File: src/rtl/stage_writeback.sv
// Purpose: RISC-V W stage; registers M results, extracts load data, drives regfile/CSR writes.
// Latency: 1 cycle from M capture to W outputs; slow loads wait in WAIT up to LOAD_TIMEOUT cycles.
// Backpressure: stallM (combinational) freezes M and upstream while a load response is outstanding.
module stage_writeback #(
    parameter int LOAD_TIMEOUT = 16,
    parameter int CNT_W        = 64
) (
    input  logic             clk,
    input  logic             rstN,
    input  logic             validM,
    input  logic [1:0]       regSrcM,
    input  logic             regWriteM,
    input  logic             csrWriteM,
    input  logic [11:0]      csrAddrM,
    input  logic [31:0]      aluResultM,
    input  logic [31:0]      pcPlus4M,
    input  logic [31:0]      csrResultM,
    input  logic [31:0]      csrRdataM,
    input  logic [4:0]       rdAddrM,
    input  logic [2:0]       dmemSizeM,
    input  logic [31:0]      dmemRdata,
    input  logic             dmemRvalid,
    output logic             stallM,
    output logic             regWriteW,
    output logic [4:0]       rdAddrW,
    output logic [31:0]      rdDataW,
    output logic             csrWriteW,
    output logic [11:0]      csrAddrW,
    output logic [31:0]      csrWdataW,
    output logic             loadTimeout,
    output logic [CNT_W-1:0] instRetired
);

    localparam int TW = $clog2(LOAD_TIMEOUT);
    localparam logic [TW-1:0] TMAX = TW'(LOAD_TIMEOUT - 1);

    typedef enum logic {S_RUN, S_WAIT} state_t;

    state_t           state_q, state_d;
    logic [TW-1:0]    timer_q, timer_d;
    logic             valid_w_q, valid_w_d;
    logic [1:0]       reg_src_q, reg_src_d;
    logic             reg_write_q, reg_write_d;
    logic             csr_write_q, csr_write_d;
    logic [11:0]      csr_addr_q, csr_addr_d;
    logic [31:0]      alu_q, alu_d;
    logic [31:0]      pc4_q, pc4_d;
    logic [31:0]      csr_res_q, csr_res_d;
    logic [31:0]      csr_rdata_q, csr_rdata_d;
    logic [4:0]       rd_addr_q, rd_addr_d;
    logic [2:0]       size_q, size_d;
    logic [31:0]      rdata_q, rdata_d;
    logic             timeout_q, timeout_d;
    logic [CNT_W-1:0] cnt_q, cnt_d;

    logic        load_m;
    logic        capture;
    logic [7:0]  ld_byte;
    logic [15:0] ld_half;
    logic [31:0] ld_data;

    assign load_m = validM & (regSrcM == 2'b01);

    // Next-state, stall and capture decision for the RUN/WAIT load handshake.
    always_comb begin
        state_d   = state_q;
        timer_d   = timer_q;
        timeout_d = timeout_q;
        capture   = 1'b0;
        stallM    = 1'b0;
        case (state_q)
            S_RUN: begin
                if (load_m && !dmemRvalid) begin
                    stallM  = 1'b1;
                    state_d = S_WAIT;
                    timer_d = '0;
                end else begin
                    capture = 1'b1;
                end
            end
            S_WAIT: begin
                if (dmemRvalid) begin
                    capture = 1'b1;
                    state_d = S_RUN;
                    timer_d = '0;
                end else if (timer_q == TMAX) begin
                    // Give up: the load leaves M as a bubble and the event is latched.
                    timeout_d = 1'b1;
                    state_d   = S_RUN;
                    timer_d   = '0;
                end else begin
                    stallM  = 1'b1;
                    timer_d = timer_q + 1'b1;
                end
            end
            default: state_d = S_RUN;
        endcase
    end

    // W pipeline register inputs: take M fields on capture, otherwise hold and inject a bubble.
    always_comb begin
        valid_w_d   = capture & validM;
        reg_src_d   = reg_src_q;
        reg_write_d = reg_write_q;
        csr_write_d = csr_write_q;
        csr_addr_d  = csr_addr_q;
        alu_d       = alu_q;
        pc4_d       = pc4_q;
        csr_res_d   = csr_res_q;
        csr_rdata_d = csr_rdata_q;
        rd_addr_d   = rd_addr_q;
        size_d      = size_q;
        rdata_d     = rdata_q;
        cnt_d       = cnt_q + {{(CNT_W-1){1'b0}}, valid_w_q};
        if (capture) begin
            reg_src_d   = regSrcM;
            reg_write_d = regWriteM;
            csr_write_d = csrWriteM;
            csr_addr_d  = csrAddrM;
            alu_d       = aluResultM;
            pc4_d       = pcPlus4M;
            csr_res_d   = csrResultM;
            csr_rdata_d = csrRdataM;
            rd_addr_d   = rdAddrM;
            size_d      = dmemSizeM;
            rdata_d     = dmemRdata;
        end
    end

    // Load data extraction from the registered word; misaligned low offset bits are ignored.
    always_comb begin
        case (alu_q[1:0])
            2'd0:    ld_byte = rdata_q[7:0];
            2'd1:    ld_byte = rdata_q[15:8];
            2'd2:    ld_byte = rdata_q[23:16];
            default: ld_byte = rdata_q[31:24];
        endcase
        ld_half = alu_q[1] ? rdata_q[31:16] : rdata_q[15:0];
        case (size_q)
            3'b000:  ld_data = {{24{ld_byte[7]}}, ld_byte};
            3'b001:  ld_data = {{16{ld_half[15]}}, ld_half};
            3'b100:  ld_data = {24'h0, ld_byte};
            3'b101:  ld_data = {16'h0, ld_half};
            default: ld_data = rdata_q;
        endcase
    end

    // Write-back value select.
    always_comb begin
        case (reg_src_q)
            2'b00:   rdDataW = alu_q;
            2'b01:   rdDataW = ld_data;
            2'b10:   rdDataW = pc4_q;
            default: rdDataW = csr_rdata_q;
        endcase
    end

    assign regWriteW   = valid_w_q & reg_write_q & (rd_addr_q != 5'd0);
    assign rdAddrW     = rd_addr_q;
    assign csrWriteW   = valid_w_q & csr_write_q;
    assign csrAddrW    = csr_addr_q;
    assign csrWdataW   = csr_res_q;
    assign loadTimeout = timeout_q;
    assign instRetired = cnt_q;

    // State and W registers; synchronous reset aborts any pending load.
    always_ff @(posedge clk) begin
        if (!rstN) begin
            state_q     <= S_RUN;
            timer_q     <= '0;
            valid_w_q   <= 1'b0;
            reg_src_q   <= 2'b00;
            reg_write_q <= 1'b0;
            csr_write_q <= 1'b0;
            csr_addr_q  <= 12'h0;
            alu_q       <= 32'h0;
            pc4_q       <= 32'h0;
            csr_res_q   <= 32'h0;
            csr_rdata_q <= 32'h0;
            rd_addr_q   <= 5'd0;
            size_q      <= 3'b000;
            rdata_q     <= 32'h0;
            timeout_q   <= 1'b0;
            cnt_q       <= '0;
        end else begin
            state_q     <= state_d;
            timer_q     <= timer_d;
            valid_w_q   <= valid_w_d;
            reg_src_q   <= reg_src_d;
            reg_write_q <= reg_write_d;
            csr_write_q <= csr_write_d;
            csr_addr_q  <= csr_addr_d;
            alu_q       <= alu_d;
            pc4_q       <= pc4_d;
            csr_res_q   <= csr_res_d;
            csr_rdata_q <= csr_rdata_d;
            rd_addr_q   <= rd_addr_d;
            size_q      <= size_d;
            rdata_q     <= rdata_d;
            timeout_q   <= timeout_d;
            cnt_q       <= cnt_d;
        end
    end

endmodule

File: config.mk
export PLATFORM = sky130hd
export DESIGN_NAME = stage_writeback
export DESIGN_NICKNAME = d
export VERILOG_FILES = /design/src/rtl/stage_writeback.sv
export SDC_FILE = /design/constraint.sdc
export NUM_CORES = 1
export LEC_CHECK = 0
export BUFFER_PORTS_ARGS = -buffer_cell sky130_fd_sc_hd__buf_2
export CAP_MARGIN = 30
export CORE_ASPECT_RATIO = 0.6
export CORE_MARGIN = 4
export CORE_UTILIZATION = 36
export CTS_BUF_LIST = sky130_fd_sc_hd__clkbuf_8
export DETAILED_ROUTE_END_ITERATION = 8
export GPL_ROUTABILITY_DRIVEN = 0
export PLACE_DENSITY = 0.7
export SYNTH_ARGS = -nofsm -noshare
export SYNTH_HDL_FRONTEND = slang
export SYNTH_SLANG_ARGS = --single-unit
export TNS_END_PERCENT = 1
File: constraint.sdc
create_clock -name clk -period 2.1 [get_ports clk]
set_input_delay 0.21 -clock clk [delete_from_list [all_inputs] [get_ports clk]]
set_output_delay 0.21 -clock clk [all_outputs]
set_load 0.02 [all_outputs]
# ---- After elaboration in Yosys (flattened, before gate mapping)
# Cells that the tools add are included.
dict set report classes {
  muxes 15
  n_bitwise 7
  addsub 2
  n_reduce_logical 7
  n_eq_ne 10
}
# cell count
set op_table {}
lappend op_table {{$pmux W32 S4} 1}
lappend op_table {{$pmux W32 S3} 1}
lappend op_table {{$add A64 B1 Y64} 1}
lappend op_table {{$pmux W8 S3} 1}
lappend op_table {{$mux W16} 1}
lappend op_table {{$mux W4} 3}
lappend op_table {{$pmux W4 S2} 1}
lappend op_table {{$eq A2 B1 Y1 const B} 3}
lappend op_table {{$eq A3 B3 Y1 const B} 2}
lappend op_table {{$and A1 B1 Y1} 5}
lappend op_table {{$mux W1} 5}
lappend op_table {{$reduce_bool A5 Y1} 1}
lappend op_table {{$add A4 B1 Y4 const B} 1}
lappend op_table {{$eq A2 B2 Y1 const B} 2}
lappend op_table {{$eq A4 B4 Y1 const B} 1}
lappend op_table {{$logic_not A2 Y1} 2}
lappend op_table {{$pmux W1 S2} 2}
lappend op_table {{$eq A3 B1 Y1 const B} 1}
lappend op_table {{$logic_not A3 Y1} 1}
lappend op_table {{$reduce_and A3 Y1} 1}
lappend op_table {{$ne A2 B2 Y1 const B} 1}
lappend op_table {{$not A1 Y1} 2}
lappend op_table {{$logic_and A1 B1 Y1} 1}
lappend op_table {{$logic_not A1 Y1} 1}
dict set report totals {
  output_inout_bits 149
  inputBits 188
  reg_bits 255
}

# ---- Depth between registers and ports, before layout
dict set report logic_depth {
  depth_word 6
  ltp_mapped 8
  depth_no_buf 7
}

# ---- Worst setup path after synthesis
# Ideal clock, no wire load.
dict set report synth_path {
  path_kind {register to output}
  startpoint {register alu_q[1]}
  endpoint {output rdDataW[9]}
  path_buffers 3
  arrival_ns 1.920
  stages_incl_launch_ff 8
  slack_ns -0.030
  path_cell_list {dfxtp_1 clkbuf_1 clkbuf_1 buf_1 nand4_1 o211ai_1 o22ai_1 o21ai_0}
}
dict set report synth_between {
  elab_chain_cells 4
  word_cells_on_any_way 7
  cone_classes {eq/ne: 2; mux: 4; reduce/logical: 1}
}
# item line
set synth_rtl {}
lappend synth_rtl {{start: declaration} 46} ;# logic [31:0] alu_q, alu_d;
lappend synth_rtl {{start signal: assignment} 193} ;# alu_q <= alu_d;
lappend synth_rtl {{$eq A2 B2 Y1, or another cell as far along} 132} ;# case (alu_q[1:0])
lappend synth_rtl {{$pmux W8 S3} 132}
lappend synth_rtl {{$pmux W32 S4 *} 139} ;# case (size_q)
lappend synth_rtl {{$pmux W32 S3 *} 150} ;# case (reg_src_q)
lappend synth_rtl {{end: declaration} 26} ;# output logic [31:0] rdDataW,
# Every way passes the cells marked *; elsewhere a longest branch is shown, timed or not.

# ---- Worst setup path in the final report
dict set report layout_path {
  startpoint {register alu_q[0]}
  endpoint {output rdDataW[11]}
}
dict set report layout_between {
  elab_chain_cells 4
  word_cells_on_any_way 6
  cone_classes {eq/ne: 2; mux: 3; reduce/logical: 1}
}
# item line
set layout_rtl {}
lappend layout_rtl {{$eq A2 B2 Y1, or another cell as far along} 132}
lappend layout_rtl {{$pmux W8 S3 *} 132}
lappend layout_rtl {{$pmux W32 S4 *} 139}
lappend layout_rtl {{$pmux W32 S3 *} 150}
# Marks and branches as above.

==> results by group <==
STA
  – Max-slew headroom: 58.7%
  – Final Hold Vio Count: 0
  – Fmax: 0.393 GHz
  – RSZ-0062 raised after global routing: yes
  – Setup-failing EPs final: 32
  – Max-slew violation count: 0
  – Min Tclk post-route: 2.54 ns
  – Final Cycle Share: 121%
  – Final setup margin: -0.442 ns
  – Worst Clk Skew: 0.0408 ns
  – Tightest Pin Transition: 0.611 ns
  – Final TNS setup: -11.83 ns

Cells and area
  – Layout Nets: 2149
  – Layout cell share with drive strength beyond 1: 28.1%
  – Layout area overhead: 48.8%
  – Non-filler cells in the finished layout: 2408
  – Fillers: 2801

Setup path
  – Critical path fanouts, max: 7
  – Critical Path AT: 2.33 ns
  – Cells along the critical path: mux4_2, nand2b_4, o31a_1, buf_6, a221oi_2, a221o_1, buf_2
  – Critical path type: reg -> out
  – Family with the most delay on the worst path: multiplexers
  – CP bufs+invs: 2
  – Crit start category: flop
  – WP data required: 1.89 ns
  – Worst setup EP type: primary output
  – CP max stage delay: 0.54 ns
  – CP max stage cell: mux4_2

Logic synthesis
  – Number of synthesized register bits: 255
  – Fraction of registers with async set/reset: 0%
  – Main area contributors after synthesis: dfxtp_1, nand2_1, a21boi_0, clkbuf_1, and2_1
  – Netlist Area Pre-Place: 11500 um^2
  – Count leader, synth: nand2_1
  – Yosys warns: 0
  – Seq/Total Area, Yosys: 44.2%
  – Top post-synthesis cells by count: nand2_1, dfxtp_1, a21boi_0
  – Netlist cell types: 54
  – Post-synth EDFFs: 0
  – Mean area per synthesized cell: 8.16 um^2
  – Post-Syn Nets: 1605
  – Synth Instances: 1414
  – Top-area cell type share of the netlist area: 44.2%
  – Dominant synthesized flop cell: dfxtp_1
  – Yosys top cell by area: dfxtp_1

Global route
  – Vias in the first global route: 12166
  – Total GRT Usage: 23.3%
  – Global route overflow: 0
  – Antenna violations before repair: 5
  – Largest net degree at the start of global routing: 93
  – First-pass GRT wire length: 65800 um

Floorplan
  – Die Ht: 147 um
  – Row count: 50
  – IO Pins: 337
  – Starting density of the core: 36.8%
  – Core footprint: 31400 um^2
  – Die area: 35100 um^2
  – Die X: 239 um

Place
  – Post-Place Worst Slack: -0.0826 ns
  – Dpl cells: 2144
  – Input/output buffers: 336
  – DP Wirelength: 28600 um

Drt
  – Final WL: 43600 um
  – Initial DRT Pass Iterations: 5
  – DRC: 0
  – Per-cell routed wire length: 18.1 um
  – Vias/cell: 5.17
  – Remaining antenna violation count: 0
  – DR iter-0 viols: 1052
  – DR vias: 12439

Status
  – Status: finished with violations
  – Failing checks: setup timing

Run
  – Max-cap violation count: 0

Power
  – Worst VDD drop: 0.515 mV
  – LEAKAGE: 0.00762 uW
  – PwrDens: 671 nW/um^2
  – Power Total: 11500 uW

Clocking
  – Worst-path clk slew: 0.07 ns
  – TritonCTS clock tree: built
  – Clock H-tree levels: 2
  – Longest Clk Path Bufs: 3
  – TritonCTS Buffers: 43
  – CTS sink cnt: 255
  – Root buf cell: clkbuf_8
  – Worst-Skew Late Latency: 0.56 ns

Min path
  – Worst Hold Class: in -> reg
## flip-flops by register name (all words and copies together), names as in the netlist
register and cells:
alu_q 32, state_q 1, csrWdataW 32, instRetired 64, loadTimeout 1, csr_write_q 1
pc4_q 32, rdata_q 32, timer_q 4, valid_w_q 1, csrAddrW 12, reg_write_q 1
reg_src_q 2, rdAddrW 5, csr_rdata_q 32, size_q 3
## placed cells by master, fill, tap and decap left out, types with 32 or more instances in the layout
| cell | Yosys | layout |
|---|---|---|
| nor2_1 | 33 | 32 |
| and2_1 | 47 | 46 |
| nand2_1 | 425 | 424 |
| inv_1 | 20 | 36 |
| buf_4 | 1 | 79 |
| dlygate4sd3_1 | 0 | 185 |
| buf_2 | 2 | 310 |
| clkbuf_8 | 0 | 50 |
| dfxtp_1 | 255 | 247 |
| a21boi_0 | 183 | 183 |
| xnor2_1 | 32 | 32 |
## path summary, 6_finish.rpt
check / cells past startpoint / end / from / slack [ns]
max reg2reg: 5 / instRetired[59] / instRetired[34] / 0.06
max: 7 / rdDataW[11] / alu_q[0] / -0.44
min reg2reg: 2 / csrAddrW[9] / csrAddrW[9] / 0.46
min: 2 / pc4_q[9] / rstN / 0.12
## logic make-up (layout without fill, tap and decap cells)
kind of cell             Yosys count  in the layout  share of synthesized area (%)
flip-flops                       255            255                           44.2
multiplexers                      20             20                           2.05
XOR/XNOR                          40             40                           3.03
AO/OA/AOI/OAI                    340            340                           21.1
AND/OR/NAND/NOR                  633            633                           25.1
adder cells (fa/ha/maj)            3              3                          0.325
other                              0              6                              0
buffers and inverters            123            695                           4.18
## repair_timing
action | in CTS | in global routing
pin swaps | 2 | 11
hold buffers | 185 | 0
resized for setup | 53 | 51
setup endpoints to repair | 49 | 57
setup buffers | 1 | 0
hold endpoints to repair | 185 | 0
## final cells by class
| class | instances | area [um^2] | share of cell area, % |
|---|---|---|---|
| Tap cell | 416 | 520 | 3.03 |
| Timing Repair Buffer | 601 | 4380 | 25.5 |
| Clock buffer | 50 | 688 | 4.01 |
| Sequential cell | 255 | 5120 | 29.8 |
| Clock inverter | 23 | 145 | 0.845 |
| Inverter | 21 | 78.8 | 0.459 |
| Multi-Input combinational cell | 1036 | 6230 | 36.3 |
| Antenna cell | 6 | 15.0 | 0.0874 |
## where the power goes
group	switching [uW]	internal [uW]	leakage, uW
Combinational	956	873	0.00502
Sequential	157	5070	0.00211
Clock	2060	2400	0.000493
## stage by stage
| step | area, um^2 | hold slack [ns] | utilization (%) |
|---|---|---|---|
| 3_5_place_dp | 14100 | 0.452 | 44.8 |
| 6_report | 17200 | 0.117 | 54.7 |
| 5_1_grt | 17200 | 0.118 | 54.7 |
| 2_1_floorplan | 11500 | 0.355 | - |
| 4_1_cts | 17000 | 0.0780 | 54.0 |
| 3_3_place_gp | 14100 | 0.446 | 44.8 |
## routing by layer
metal / vias up / global-route usage (%) / wire length, um
li1: 5910 / - / -
met1: 5881 / 32.3 / 19700
met2: 538 / 35.8 / 19000
met3: 110 / 5.61 / 3610
met4: 0 / 7.71 / 1320
met5: - / 0 / 0
No activity file was read; power rests on OpenSTA's default activity.
